## src/rtl/mem_stage.sv

```systemverilog
// Memory-access stage: turns EXE/MEM load/store requests into word-aligned, byte-strobed bridge transactions.
// Latency: 0 stall for ALU ops; loads/stores stall 2 + ready/done latency cycles. Backpressure: AXI_MEM_stall holds upstream.
module mem_stage (
    input  logic        clk,
    input  logic        rst,
    input  logic        MemRead_reg,
    input  logic        MemWrite_reg,
    input  logic        RegWrite_reg,
    input  logic [2:0]  DataWidth_reg,
    input  logic [4:0]  rd_reg,
    input  logic [31:0] aluResult_reg,
    input  logic [31:0] readData2_reg,
    output logic        dm_req,
    output logic        dm_write,
    output logic [31:0] dm_addr,
    output logic [3:0]  dm_wstrb,
    output logic [31:0] dm_wdata,
    input  logic        dm_ready,
    input  logic        dm_done,
    input  logic [31:0] dm_rdata,
    output logic        AXI_MEM_stall,
    output logic [4:0]  WB_rd,
    output logic        WB_RegWrite,
    output logic [31:0] WB_writeData
);

    typedef enum logic [1:0] {S_IDLE, S_REQ, S_RESP} state_t;

    state_t      state_q, state_d;
    logic        memop, is_store;
    logic        req_q, req_d;
    logic        write_q, write_d;
    logic [31:0] addr_q, addr_d;
    logic [3:0]  wstrb_q, wstrb_d;
    logic [31:0] wdata_q, wdata_d;
    logic [1:0]  off_q, off_d;
    logic [2:0]  width_q, width_d;
    logic [3:0]  st_wstrb;
    logic [31:0] st_wdata;
    logic [7:0]  ld_byte;
    logic [15:0] ld_half;
    logic [31:0] ld_data;
    logic [4:0]  wb_rd_q;
    logic        wb_regwrite_q;
    logic [31:0] wb_data_q;

    assign memop    = MemRead_reg | MemWrite_reg;
    // A request with both flags set is treated as a load.
    assign is_store = MemWrite_reg & ~MemRead_reg;

    always_ff @(posedge clk) begin
        if (rst) begin
            state_q <= S_IDLE;
        end else begin
            state_q <= state_d;
        end
    end

    always_comb begin
        state_d = state_q;
        case (state_q)
            S_IDLE:  if (memop)    state_d = S_REQ;
            S_REQ:   if (dm_ready) state_d = S_RESP;
            S_RESP:  if (dm_done)  state_d = S_IDLE;
            default:               state_d = S_IDLE;
        endcase
    end

    always_comb begin
        st_wstrb = 4'b1111;
        st_wdata = readData2_reg;
        case (DataWidth_reg[1:0])
            2'b00: begin
                st_wstrb = 4'b0001 << aluResult_reg[1:0];
                st_wdata = {4{readData2_reg[7:0]}};
            end
            2'b01: begin
                st_wstrb = aluResult_reg[1] ? 4'b1100 : 4'b0011;
                st_wdata = {2{readData2_reg[15:0]}};
            end
            default: ;
        endcase
    end

    always_comb begin
        req_d   = req_q;
        write_d = write_q;
        addr_d  = addr_q;
        wstrb_d = wstrb_q;
        wdata_d = wdata_q;
        off_d   = off_q;
        width_d = width_q;
        case (state_q)
            S_IDLE: if (memop) begin
                req_d   = 1'b1;
                write_d = is_store;
                addr_d  = {aluResult_reg[31:2], 2'b00};
                wstrb_d = is_store ? st_wstrb : 4'b0000;
                wdata_d = is_store ? st_wdata : 32'h0;
                off_d   = aluResult_reg[1:0];
                width_d = DataWidth_reg;
            end
            S_REQ:  if (dm_ready) req_d = 1'b0;
            default: ;
        endcase
    end

    // Completion is only recognised in RESP, so the EXE/MEM entry advances exactly once.
    assign AXI_MEM_stall = memop & ~((state_q == S_RESP) & dm_done);

    always_ff @(posedge clk) begin
        if (rst) begin
            req_q   <= 1'b0;
            write_q <= 1'b0;
            addr_q  <= 32'h0;
            wstrb_q <= 4'b0000;
            wdata_q <= 32'h0;
            off_q   <= 2'b00;
            width_q <= 3'b000;
        end else begin
            req_q   <= req_d;
            write_q <= write_d;
            addr_q  <= addr_d;
            wstrb_q <= wstrb_d;
            wdata_q <= wdata_d;
            off_q   <= off_d;
            width_q <= width_d;
        end
    end

    always_comb begin
        case (off_q)
            2'd0:    ld_byte = dm_rdata[7:0];
            2'd1:    ld_byte = dm_rdata[15:8];
            2'd2:    ld_byte = dm_rdata[23:16];
            default: ld_byte = dm_rdata[31:24];
        endcase
        ld_half = off_q[1] ? dm_rdata[31:16] : dm_rdata[15:0];
        case (width_q)
            3'b000:  ld_data = {{24{ld_byte[7]}}, ld_byte};
            3'b100:  ld_data = {24'h0, ld_byte};
            3'b001:  ld_data = {{16{ld_half[15]}}, ld_half};
            3'b101:  ld_data = {16'h0, ld_half};
            default: ld_data = dm_rdata;
        endcase
    end

    // WB holds (not bubbles) while stalled so forwarding to the stalled EXE op stays valid.
    always_ff @(posedge clk) begin
        if (rst) begin
            wb_rd_q       <= 5'd0;
            wb_regwrite_q <= 1'b0;
            wb_data_q     <= 32'h0;
        end else if (!AXI_MEM_stall) begin
            wb_rd_q       <= rd_reg;
            wb_regwrite_q <= RegWrite_reg;
            wb_data_q     <= MemRead_reg ? ld_data : aluResult_reg;
        end
    end

    assign dm_req       = req_q;
    assign dm_write     = write_q;
    assign dm_addr      = addr_q;
    assign dm_wstrb     = wstrb_q;
    assign dm_wdata     = wdata_q;
    assign WB_rd        = wb_rd_q;
    assign WB_RegWrite  = wb_regwrite_q;
    assign WB_writeData = wb_data_q;

endmodule
```

## config.mk

```make
export PLATFORM = sky130hd
export DESIGN_NAME = mem_stage
export DESIGN_NICKNAME = d
export VERILOG_FILES = /design/src/rtl/mem_stage.sv
export SDC_FILE = /design/constraint.sdc
export NUM_CORES = 1
export LEC_CHECK = 0
export CORE_AREA = 2 2 111 113
export CTS_CLUSTER_DIAMETER = 200
export DETAILED_ROUTE_END_ITERATION = 6
export DIE_AREA = 0 0 113 115
export DONT_BUFFER_PORTS = 1
export PLACE_DENSITY = 0.69
export SYNTH_ARGS = -nofsm -noshare
export SYNTH_HDL_FRONTEND = slang
export SYNTH_SLANG_ARGS = --single-unit
```

## constraint.sdc

```tcl
create_clock -name clk -period 4.05 [get_ports clk]
set_input_delay 0.405 -clock clk [delete_from_list [all_inputs] [get_ports clk]]
set_output_delay 0.405 -clock clk [all_outputs]
set_load 0.02 [all_outputs]
```

==> results_dict.tcl <==
set metrics [dict create \
    outcome "complete, but fails checks" \
    violations "design-rule violations" \
    core_area_um2 11800 \
    setup-tns-final_ps 0 \
    vias 4563 \
    cts_root_buf "clkbuf_16" \
    dp_cells 710 \
    grt_pass1_vias 4416 \
    row_count 40 \
    switchingPower_uw 904 \
    firstDrtPassIters 7 \
    drive_above_1_share_pct 11.8 \
    period_needed_ps 2420 \
    async_reset_ff_share_pct 0 \
    die_y_um 115 \
    worstPathArrival_ps 2720 \
    critPathMaxFanout 20 \
    diodes 0 \
    cts_setup_buffers 0 \
    remaining_drc_errors 14 \
    min_path_type "in -> reg" \
    critPathCaptureType "register" \
    layout_common_cells "nand2_1, dfxtp_1, a21oi_1" \
    start_util_pct 43.9 \
    period_share_pct 59.8 \
    wl_per_cell_um 21.4 \
    cellInternalPower_mw 2.26 \
    synth_top_area_share_pct 43.6 \
    r2r-start "off_q[1]" \
    fin_total_pwr_mw 3.16 \
    area_growth_pct 10.7 \
    synth_edf_count 0 \
    vias_per_cell 6.15 \
    final_common_cell "nand2_1" \
    dieArea_um2 13000 \
    start_kind "register" \
    max-clock-path-buffers 2 \
    cts_max_level 4 \
    portBuffers 0 \
    rsz0062_at_grt "false" \
    netlist_area_um2 5180 \
    clk_pin_slew_ps 60 \
    cts_hold_buffers 0 \
    cts_resized 0 \
    worst_pin_slew_ps 1010 \
    die_w_um 113 \
    hold_viol 0 \
    yosys_warnings 0 \
    cts_tree "done" \
    ys_ff_latch 113 \
    power_frac_seq_pct 42.6 \
    pwr-share-clk_pct 46.8 \
    p_leak_nw 2.08 \
    worst-setup-path-type "reg -> reg" \
    timing.final.setup_violations 0 \
    design_area_um2 5740 \
    place_congestion 0.872 \
    grt_max_degree 101 \
    p_sw_share_pct 28.6 \
    antenna_found_initial 0 \
    first_iter_violations 436 \
    cap_viol_max_count 0 \
    track_usage_pct 23.7 \
    grt_pass1_wl_um 24100 \
    p_per_area_nw_per_um2 551 \
    dpl_cell_area_um2 5150 \
    grt_overflow_total 0 \
    synthTopCellsByArea "dfxtp_1, nand2_1, a21oi_1" \
    drtAntennaViolNets 0 \
    clk_latency_ps 410 \
    syn_inst 613 \
    comb_power_share_pct 10.6 \
    min_from "rst" \
    dp_hpwl_um 11100 \
    ys.flop_type "dfxtp_1" \
    cts_buffers 17 \
    wl_um 15900 \
    syn_avg_cell_area_um2 8.46 \
    ir_worst_vdd_v 0.000224 \
    drv_slew 0 \
    nFillCells 1168 \
    fmax_mhz 413 \
    layoutNonFillerInstCount 742 \
    ios 220 \
    slew-limit-headroom_pct 32.3 \
    nNetsFinal 693 \
    yosysUniqueCellTypes 49 \
    ys_seq_area_share_pct 43.6 \
    cts_sinks 113 \
    synth.largest_area_cell "dfxtp_1" \
    fin_skew_ps 10.9 \
    worst_ep_required_time_ps 4350 \
    cp-startpoint "off_q[1]" \
]
==> Yosys cell counts (2+ instances only) <==
cell       count
a21boi_1       4
nor4b_1        2
buf_4          4
nor2_1        32
a221oi_2       7
o2bb2ai_1     17
nand2b_1       3
o21ai_0       45
a211oi_1       2
mux2i_1       16
o221ai_1       7
a22oi_1       18
clkbuf_1      27
a21boi_0       4
nand2_1      127
mux2_2         9
dfxtp_1      113
buf_2         19
buf_6          3
o221a_2        2
o211a_1       14
a21oi_1       76
a211oi_2       6
o22ai_1        9
nor2b_1        8
inv_1          9
a221o_1        7
or3_1          2
==> critical path, cell delays in order (launching register included) <==
cell and delay [ps]:
dfxtp_1 880, mux2_2 440, a2bb2oi_2 600, o221a_2 330, o2bb2ai_1 60
==> kinds of logic (layout without fill, tap and decap cells) <==
| family | Yosys count | after routing | synth area share, % |
|---|---|---|---|
| DFF | 113 | 113 | 43.6 |
| muxes | 25 | 25 | 5.04 |
| other | 1 | 2 | 0.0723 |
| buffers and inverters | 65 | 46 | 5.96 |
| and+or+nand+nor | 183 | 183 | 14.8 |
| AOI/OAI and AO/OA | 226 | 226 | 30.5 |
==> sequential cells by signal (all words and copies together), names as in the netlist <==
signal        count
dm_addr          30
state_q           2
width_q           3
WB_writeData     32
WB_RegWrite       1
off_q             2
dm_wdata         32
dm_wstrb          4
dm_write          1
WB_rd             5
dm_req            1
==> power by group through the flow <==
stage,sequential [mW],clock [mW],combinational [mW]
6_report,1.35,1.48,0.336
5_1_grt,1.36,1.55,0.373
4_1_cts,1.35,1.50,0.334
3_5_place_dp,1.37,0,0.333
3_3_place_gp,1.37,0,0.319
2_1_floorplan,1.34,0,0.316
==> per-layer routing <==
metal	vias up	GRT usage, %	wire [um]
met3	26	9.44	1830
li1	2124	-	-
met4	0	9.02	262
met5	-	0	0
met2	230	37.8	7440
met1	2183	28.9	6380
==> stage by stage <==
stage,utilization [%],hold WS (ps),setup slack [ps]
finish,48.6,78.8,1630
floorplan,-,449,2380
CTS,48.6,47.0,1670
global route,48.6,53.2,1480
global placement,43.6,466,1760
detailed placement,43.6,465,1670
==> final cells by class <==
cell class	instances	area [um2]	share of cell area, %
Clock buffer	19	453	7.89
Clock inverter	13	138	2.40
Inverter	10	40.0	0.698
Multi-Input combinational cell	436	2630	45.9
Sequential cell	113	2260	39.4
Tap cell	147	184	3.21
Timing Repair Buffer	4	30.0	0.523
==> worst paths after layout <==
kind,depth (start not counted),slack (ps),endpoint
max,4,1630,WB_writeData[31]
min,1,80,dm_wdata[28]
max reg2reg,4,1630,WB_writeData[31]
min reg2reg,2,470,width_q[2]
(Power assumes the default switching activity.)
